==> src/rtl/per_interco_pkg.sv <==
// Shared definitions for the peripheral interconnect arbiters: the lock FSM
// encoding and the round-robin index increment.
package per_interco_pkg;

  typedef enum logic {
    UNLOCKED = 1'b0,
    LOCKED   = 1'b1
  } lock_state_e;

  function automatic int unsigned rr_wrap_inc(input int unsigned idx, input int unsigned n);
    return (idx + 1 >= n) ? 0 : idx + 1;
  endfunction

endpackage

==> src/rtl/rr_prio_encoder.sv <==
// Round-robin priority encoder: the first set request at or above ptr_i, with
// wrap-around, found by searching a doubled request vector.
module rr_prio_encoder #(
  parameter int N_CH  = 4,
  parameter int PTR_W = $clog2(N_CH)
) (
  input  logic [N_CH-1:0]  req_i,
  input  logic [PTR_W-1:0] ptr_i,
  output logic [PTR_W-1:0] idx_o,
  output logic             valid_o
);

  logic [2*N_CH-1:0] req_dbl;
  logic [2*N_CH-1:0] req_masked;

  // The lower copy only keeps bits at or above the pointer. The upper copy
  // supplies the wrapped-around channels.
  always_comb begin
    req_dbl    = {req_i, req_i};
    req_masked = '0;
    for (int i = 0; i < 2*N_CH; i++) begin
      req_masked[i] = req_dbl[i] && (i >= int'(ptr_i));
    end
  end

  // The loop runs downward, so the lowest set position is assigned last and wins.
  always_comb begin
    idx_o   = '0;
    valid_o = 1'b0;
    for (int i = 2*N_CH-1; i >= 0; i--) begin
      if (req_masked[i]) begin
        valid_o = 1'b1;
        idx_o   = (i >= N_CH) ? PTR_W'(i - N_CH) : PTR_W'(i);
      end
    end
  end

endmodule

==> src/rtl/per_req_arb_rr_n.sv <==
// N-channel round-robin request arbiter/mux with grant flow control and
// locked (non-interleaved) sequences.
//   state    | meaning
//   UNLOCKED | normal round-robin over all requesters
//   LOCKED   | only lock_owner is eligible until last beat, limit, or abandon
module per_req_arb_rr_n
  import per_interco_pkg::*;
#(
  parameter int N_CH       = 4,
  parameter int ID_WIDTH   = 20,
  parameter int ADDR_WIDTH = 32,
  parameter int DATA_WIDTH = 32,
  parameter int BE_WIDTH   = DATA_WIDTH/8,
  parameter int MAX_LOCK   = 16,
  parameter int PTR_W      = $clog2(N_CH)
) (
  input  logic                  clk,
  input  logic                  rst_n,
  input  logic [N_CH-1:0]       data_req_i,
  input  logic [ADDR_WIDTH-1:0] data_add_i   [N_CH],
  input  logic [N_CH-1:0]       data_wen_i,
  input  logic [DATA_WIDTH-1:0] data_wdata_i [N_CH],
  input  logic [BE_WIDTH-1:0]   data_be_i    [N_CH],
  input  logic [ID_WIDTH-1:0]   data_ID_i    [N_CH],
  input  logic [N_CH-1:0]       data_lock_i,
  output logic [N_CH-1:0]       data_gnt_o,
  output logic                  data_req_o,
  output logic [ADDR_WIDTH-1:0] data_add_o,
  output logic                  data_wen_o,
  output logic [DATA_WIDTH-1:0] data_wdata_o,
  output logic [BE_WIDTH-1:0]   data_be_o,
  output logic [ID_WIDTH-1:0]   data_ID_o,
  input  logic                  data_gnt_i,
  output logic                  lock_active_o,
  output logic [PTR_W-1:0]      lock_owner_o
);

  localparam int LCNT_W = $clog2(MAX_LOCK + 1);
  localparam logic [LCNT_W-1:0] LOCK_LIM = LCNT_W'(MAX_LOCK - 1);

  typedef logic [PTR_W-1:0] ch_idx_t;

  ch_idx_t           rr_ptr_q, rr_ptr_d;
  ch_idx_t           lock_owner_q;
  lock_state_e       lock_state_q;
  logic [LCNT_W-1:0] lock_cnt_q;

  logic [N_CH-1:0] eligible;
  logic [N_CH-1:0] owner_mask;
  ch_idx_t         winner;
  ch_idx_t         mux_sel;
  logic            winner_vld;
  logic            hs;

  always_comb begin
    owner_mask               = '0;
    owner_mask[lock_owner_q] = 1'b1;
    eligible = (lock_state_q == LOCKED) ? (data_req_i & owner_mask) : data_req_i;
  end

  rr_prio_encoder #(
    .N_CH  (N_CH),
    .PTR_W (PTR_W)
  ) u_prio (
    .req_i   (eligible),
    .ptr_i   (rr_ptr_q),
    .idx_o   (winner),
    .valid_o (winner_vld)
  );

  // Requests and grants are held off while reset is asserted, so nothing can
  // be granted from the cleared state before reset is released.
  assign data_req_o = rst_n & winner_vld;
  assign hs         = data_req_o & data_gnt_i;
  assign mux_sel    = winner_vld ? winner : rr_ptr_q;
  assign rr_ptr_d   = ch_idx_t'(rr_wrap_inc(32'(winner), N_CH));

  always_comb begin
    data_gnt_o         = '0;
    data_gnt_o[winner] = hs;
  end

  assign data_add_o   = data_add_i[mux_sel];
  assign data_wen_o   = data_wen_i[mux_sel];
  assign data_wdata_o = data_wdata_i[mux_sel];
  assign data_be_o    = data_be_i[mux_sel];
  assign data_ID_o    = data_ID_i[mux_sel];

  assign lock_active_o = (lock_state_q == LOCKED);
  assign lock_owner_o  = lock_owner_q;

  always_ff @(posedge clk or negedge rst_n) begin
    if (!rst_n) begin
      rr_ptr_q     <= '0;
      lock_state_q <= UNLOCKED;
      lock_owner_q <= '0;
      lock_cnt_q   <= '0;
    end else begin
      if (hs) rr_ptr_q <= rr_ptr_d;
      case (lock_state_q)
        UNLOCKED: begin
          // With MAX_LOCK == 1 every locked beat is also the last one allowed.
          if (hs && data_lock_i[winner] && (MAX_LOCK > 1)) begin
            lock_state_q <= LOCKED;
            lock_owner_q <= winner;
            lock_cnt_q   <= LCNT_W'(1);
          end
        end
        LOCKED: begin
          if (!data_req_i[lock_owner_q]) begin
            lock_state_q <= UNLOCKED;
            lock_cnt_q   <= '0;
          end else if (hs) begin
            if (data_lock_i[lock_owner_q] && (lock_cnt_q < LOCK_LIM)) begin
              lock_cnt_q <= lock_cnt_q + LCNT_W'(1);
            end else begin
              lock_state_q <= UNLOCKED;
              lock_cnt_q   <= '0;
            end
          end
        end
        default: begin
          lock_state_q <= UNLOCKED;
          lock_cnt_q   <= '0;
        end
      endcase
    end
  end

endmodule

==> config.mk <==
export PLATFORM = sky130hd
export DESIGN_NAME = per_req_arb_rr_n
export DESIGN_NICKNAME = d
export VERILOG_FILES = /design/src/rtl/per_interco_pkg.sv /design/src/rtl/rr_prio_encoder.sv /design/src/rtl/per_req_arb_rr_n.sv
export SDC_FILE = /design/constraint.sdc
export NUM_CORES = 1
export LEC_CHECK = 0
export BUFFER_PORTS_ARGS = -buffer_cell sky130_fd_sc_hd__buf_4
export CAP_MARGIN = 20
export CORE_AREA = 3 3 179 181
export DETAILED_ROUTE_END_ITERATION = 10
export DIE_AREA = 0 0 182 184
export HOLD_SLACK_MARGIN = 0.02
export PLACE_DENSITY = 0.35
export SYNTH_ARGS = -nofsm -noshare
export SYNTH_HDL_FRONTEND = slang
export SYNTH_SLANG_ARGS = --single-unit
export TNS_END_PERCENT = 10
==> constraint.sdc <==
create_clock -name clk -period 3.07 [get_ports clk]
set_input_delay 0.614 -clock clk [delete_from_list [all_inputs] [get_ports clk]]
set_output_delay 0.614 -clock clk [all_outputs]
set_load 0.1 [all_outputs]
---- After elaboration in Yosys (flattened, before gate mapping) ----
Index checks and enable logic that the tools add are counted.
storage, ports and cells
  bits of input ports ..................... 367
  register bits ........................... 10
  output and inout port bits .............. 97
  logic and storage cells ................. 85
operators by class
  multiplexer cells ....................... 51
  eq/ne operators ......................... 2
  add/sub/neg operators ................... 2
  order comparisons ....................... 11
  reductions and logical operators ........ 9
  bitwise operators ....................... 6
operator list
  operator                                                                      number
  32-bit binary-select mux with 2-bit select                                    2
  32-bit 2-to-1 mux                                                             4
  20-bit binary-select mux with 2-bit select                                    1
  20-bit 2-to-1 mux                                                             2
  5-bit 2-to-1 mux                                                              4
  2-bit 2-to-1 mux                                                              9
  1-bit 2-to-1 mux                                                              17
  4-bit 2-to-1 mux                                                              3
  5-bit case mux with 2 select lines                                            1
  2-bit by 3-bit less-than comparator with 1-bit output, second input constant  3
  4-bit AND                                                                     2
  1-bit binary-select mux with 2-bit select                                     4
  4-bit binary-select mux with 2-bit select                                     1
  1-bit logical AND                                                             7
  3-bit >= comparator, second input constant                                    2
  5-bit by 1-bit adder with 5-bit output, second input constant                 1
  5-bit by 4-bit less-than comparator with 1-bit output, second input constant  1
  1-bit demux with 2-bit select                                                 2
  1-bit by 2-bit >= comparator with 1-bit output, first input constant          2
  2-bit by 1-bit >= comparator with 1-bit output, second input constant         2
  2-bit AND reduction                                                           2
  2-bit by 1-bit adder with 3-bit output, second input constant                 1
  3-bit != test, second input constant                                          1
  2-bit inverter with 3-bit output                                              1
  other kinds (5)                                                               6

---- Longest topological paths before layout ----
  depth after elaboration ................. 18
  depth in mapped cells ................... 11
  gate-level depth less buffers ........... 7

---- Hierarchy ----
A second synthesis with hierarchy kept.
second synthesis, totals
  cell total of the unflattened synthesis .. 192
  area total of the unflattened synthesis .. 2917.8 um^2
by module, submodules not included
  module            instances  area each (um^2)  cells each
  per_req_arb_rr_n  1          2840.2            180
  rr_prio_encoder   1          77.6              12

---- Worst setup path after synthesis ----
OpenSTA, ideal clock, no wires.
  kind .................................... reg2out
  start point ............................. reg lock_owner_q[1], in the netlist lock_owner_o[1]
  end point ............................... out data_ID_o[0]
  buffers on the path ..................... 4
  cell stages (with the launch flop) ...... 11
  slack ................................... -1.654 ns
  arrival ................................. 4.110 ns
  data required time ...................... 2.456 ns
  path through ............................ dfrtp_1 -> buf_6 -> mux2i_1 -> o22ai_1 -> and2_1 -> a22oi_4 -> buf_6 -> buf_4 -> buf_2 -> nand2_1 -> a31oi_1
on the way
  longest elaborated chain between the ends .. 18
ends and longest elaborated chain
  element                                                                                                                                        RTL line                 RTL
  start, declared                                                                                                                                per_req_arb_rr_n.sv:44   ch_idx_t lock_owner_q;
  start signal, assigned                                                                                                                         per_req_arb_rr_n.sv:105  lock_owner_q <= winner;
  2-bit by 3-bit less-than comparator with 1-bit output (not written as such) or 2-bit by 1-bit >= comparator with 1-bit output (tied branches)  per_req_arb_rr_n.sv:57   owner_mask[lock_owner_q] = 1'b1;
  1-bit logical AND (not written as such)                                                                                                        per_req_arb_rr_n.sv:57
  1-bit 2-to-1 mux (not written as such)                                                                                                         per_req_arb_rr_n.sv:57
  1-bit demux with 2-bit select (*)                                                                                                              per_req_arb_rr_n.sv:57
  4-bit AND (*)                                                                                                                                  per_req_arb_rr_n.sv:58   eligible = (lock_state_q == LOCKED) ? (data_req_i & owner_mask) : data_req_i;
  4-bit 2-to-1 mux (*)                                                                                                                           per_req_arb_rr_n.sv:58
  1-bit 2-to-1 mux or 2-bit 2-to-1 mux (tied branches) (7 in a row)                                                                              rr_prio_encoder.sv:31    if (req_masked[i]) begin
  2-bit 2-to-1 mux (*)                                                                                                                           per_req_arb_rr_n.sv:75   assign mux_sel = winner_vld ? winner : rr_ptr_q;
  2-bit inverter with 3-bit output (not written as such) (*)                                                                                     per_req_arb_rr_n.sv:87   assign data_ID_o = data_ID_i[mux_sel];
  20-bit binary-select mux with 2-bit select (*)                                                                                                 per_req_arb_rr_n.sv:87
  20-bit 2-to-1 mux (not written as such) (*) (2 in a row)                                                                                       per_req_arb_rr_n.sv:87
  end, declared                                                                                                                                  per_req_arb_rr_n.sv:32   output logic [ID_WIDTH-1:0] data_ID_o,
Mark *: on every way between the ends. The rest lies on a longest branch, timed or not. The select of a mux whose other input is x is not followed.

---- Worst setup path in the final report ----
  start point ............................. reg lock_owner_q[0], in the netlist lock_owner_o[0]
  end point ............................... out data_wdata_o[25]
on the way
  longest elaborated chain between the ends .. 18
ends and longest elaborated chain
  element                                                                                                                                        RTL line                RTL
  2-bit by 3-bit less-than comparator with 1-bit output (not written as such) or 2-bit by 1-bit >= comparator with 1-bit output (tied branches)  per_req_arb_rr_n.sv:57
  1-bit logical AND (not written as such)                                                                                                        per_req_arb_rr_n.sv:57
  1-bit 2-to-1 mux (not written as such)                                                                                                         per_req_arb_rr_n.sv:57
  1-bit demux with 2-bit select (*)                                                                                                              per_req_arb_rr_n.sv:57
  4-bit AND (*)                                                                                                                                  per_req_arb_rr_n.sv:58
  4-bit 2-to-1 mux (*)                                                                                                                           per_req_arb_rr_n.sv:58
  1-bit 2-to-1 mux or 2-bit 2-to-1 mux (tied branches) (7 in a row)                                                                              rr_prio_encoder.sv:31
  2-bit 2-to-1 mux (*)                                                                                                                           per_req_arb_rr_n.sv:75
  2-bit inverter with 3-bit output (not written as such) (*)                                                                                     per_req_arb_rr_n.sv:85  assign data_wdata_o = data_wdata_i[mux_sel];
  32-bit binary-select mux with 2-bit select (*)                                                                                                 per_req_arb_rr_n.sv:85
  32-bit 2-to-1 mux (not written as such) (*) (2 in a row)                                                                                       per_req_arb_rr_n.sv:85
  end, declared                                                                                                                                  per_req_arb_rr_n.sv:30  output logic [DATA_WIDTH-1:0] data_wdata_o,
Marks and branches as above.

==> summary.txt <==
Flow run
  – MaxCap Viol Count: 0

Timing
  – Max Slew Vio Count: 0
  – Slew margin rel.: 0.7586
  – Final setup fails: 89
  – Final Cycle Share: 1.068
  – Final worst slack: -208.2 ps
  – Max Clock Skew: 6.797 ps
  – Fmax: 0.3050 GHz
  – Hold violation count in the final report: 0
  – RSZ-0062 raised after global routing: yes
  – Post-layout min period: 3278 ps
  – Worst Tran Pin Value: 362.1 ps

Floorplan
  – Die footprint: 33,490 um2
  – FP Rows: 64
  – Die span in x: 182 um
  – Core area: 30,590 um2
  – Num ports: 464
  – Die Y: 184 um
  – Initial Util: 0.1245

Synthesis
  – Post-Syn Nets: 985
  – Mean area per synthesized cell: 6.213 um2
  – Seq cells post-synth: 10
  – Area leader, netlist: nand2_1
  – Post-synth top area share: 0.1794
  – Commonest cells in the netlist: 182 x nand2_1, 89 x a211oi_1, 89 x a31oi_1, 87 x nor2b_1, 43 x buf_2
  – EDFF count, synth: 0
  – Mapped Area: 3809 um2
  – Synth Instances: 613
  – Unique masters post-synth: 52
  – Post-synthesis sequential area ratio: 0.06570
  – Main flop type after synthesis: dfrtp_1
  – Area contributors post-synth: nand2_1 18%, a211oi_1 18%, a31oi_1 15%
  – Async SR Flop Fraction: 1.000
  – Yosys warns: 0
  – Count leader, synth: nand2_1

Global routing
  – Number of global-route vias before repair: 7,039
  – First-pass GRT wire length: 41.05 mm
  – Initial antenna violation count: 1
  – GR Util All Layers: 0.1552
  – Largest net degree at the start of global routing: 49
  – Grt total ovfl: 0

Setup path
  – RR Startpoint: lock_owner_o[1]
  – Worst EP required: 2460 ps
  – Maximum fanout along the worst path: 17
  – CP max stage cell: dfrtp_4
  – Critical Path Max Stage Delay: 510 ps
  – CP endpoint: data_wdata_o[25]
  – Crit-path leading delay family: buffers and inverters
  – R2r endpoint: lock_owner_o[1]
  – Worst Setup Start Kind: flop
  – R2R Setup Slk: 540 ps
  – CP Data Arrival Time: 2660 ps
  – Launch point of the worst path: lock_owner_o[0]
  – Crit path depth: 12
  – CP endpoint kind: output port
  – WP buf/inv: 6
  – Critical-path cell list: buf_4 -> nor3b_2 -> o21a_1 -> o21bai_4 -> a22oi_4 -> buf_6 -> buf_12 -> buf_12 -> buf_16 -> a211oi_1 -> a31oi_1 -> buf_6
  – Worst r2r path cells: 9
  – Setup Crit Path Kind: reg2out

CTS
  – Clock Tree Root: clkbuf_16
  – CTS tree: yes
  – H-tree lvl count: 1
  – CTS max path bufs: 2
  – Clk_lat worst skew: 240 ps
  – Cts bufs inserted: 3
  – Hold bufs inserted after CTS: 0
  – Clock Sinks: 10
  – CTS clk-pin slew, worst paths: 50 ps

Routing
  – Initial detailed-routing violation count: 178
  – ANT nets after route: 0
  – # DRC: 0
  – DRT Pass-1 Iters: 4
  – Via density: 4.326
  – Routed WL per cell: 18.68 um
  – Final WL: 28.82 mm
  – Vias post-DR: 6,675

Placed design
  – Port bufs: 463
  – Setup WS pre-CTS: -257.3 ps
  – Routability congestion estimate: 0.8248
  – HPWL reported at the end of detailed placement: 22.47 mm

Min path
  – Hold Crit Class: in2async

Layout
  – Share of post-route cells with drive strength above 1: 0.6405
  – Layout area overhead: 167.5%
  – Final nets: 1,519

Run status
  – Outcome: finished with violations
  – Failing checks: setup timing
## how the worst min path moves through the flow
stage               slack [ps]             to  depth (start not counted)  start
CTS                        220  lock_cnt_q[4]                          1  rst_n
global placement           470  lock_cnt_q[4]                          1  rst_n
finish                     210  lock_cnt_q[4]                          1  rst_n
global route               220  lock_cnt_q[4]                          1  rst_n
floorplan                  320  lock_cnt_q[0]                          0  rst_n
detailed placement         470  lock_cnt_q[4]                          1  rst_n
## metrics by stage
step | util | setup TNS [ps] | hold slack (ps) | cell area, um2 | cells
finish | 0.3330 | -12310 | 211.7 | 10190 | 1543
detailed placement | 0.2782 | -12940 | 474.2 | 8509 | 1500
global placement | 0.2782 | -12980 | 473.7 | 8509 | 1500
floorplan | - | -99030 | 318.4 | 3986 | 613
CTS | 0.3192 | -17640 | 220.1 | 9766 | 1537
global route | 0.3330 | -23730 | 221.1 | 10190 | 1543
## area by class of cell
cell class                 count  area (um2)
fill                        3308       20400
timing repair buffer         591        5464
multi-input combinational    535        3852
tap                          396       495.5
sequential                    10       261.5
clock buffer                   4       88.84
inverter                       6       22.52
antenna                        1       2.502
## logic make-up (layout without fill, tap and decap cells)
group / after synthesis / count (layout) / synth area share
mux: 9 / 9 / 0.02990
simple gates: 310 / 310 / 0.3850
flops: 10 / 10 / 0.06570
other cells: 0 / 1 / 0
buf+inv: 68 / 601 / 0.1018
compound gates: 211 / 211 / 0.4011
fa+ha+maj: 5 / 5 / 0.01643
## what timing repair did
item / in CTS / in global routing
pin swaps: 45 / 23
setup buffers: 27 / 3
endpoints found under the setup margin: 89 / 93
cloned: 7 / 2
resized for setup: 180 / 79
## worst reg2reg max path: cells and delay by family (launching register included)
family / cells / cell delay (ps)
mux: 1 / 310
buf+inv: 3 / 530
simple gates: 1 / 70
flops: 1 / 520
compound gates: 4 / 990
## registers in the layout (all words and copies together), names as in the netlist
register	flops
lock_active_o	1
lock_cnt_q	5
lock_owner_o	2
rr_ptr_q	2
## routing by layer
layer  wire (um)  vias up  global-route usage
met5           0        -                   0
met4         344        0             0.02133
met3        2059       18             0.03463
met2       15720      267              0.3000
met1       10700     3099              0.1775
li1            -     3291                   -
## layout by cell type (no fill, tap or decap), drive strengths merged, types with 6 or more instances in the layout
cell type  count
nand2        184
clkbuf         6
nor2b         87
mux2i          6
dfrtp         10
nor2          13
a31oi         89
a21oi          8
buf          587
inv            6
a211oi        89
Power is left out: the tool's default activity adds up to more than one toggle a clock period on the data nets, which glitch-free logic cannot reach.
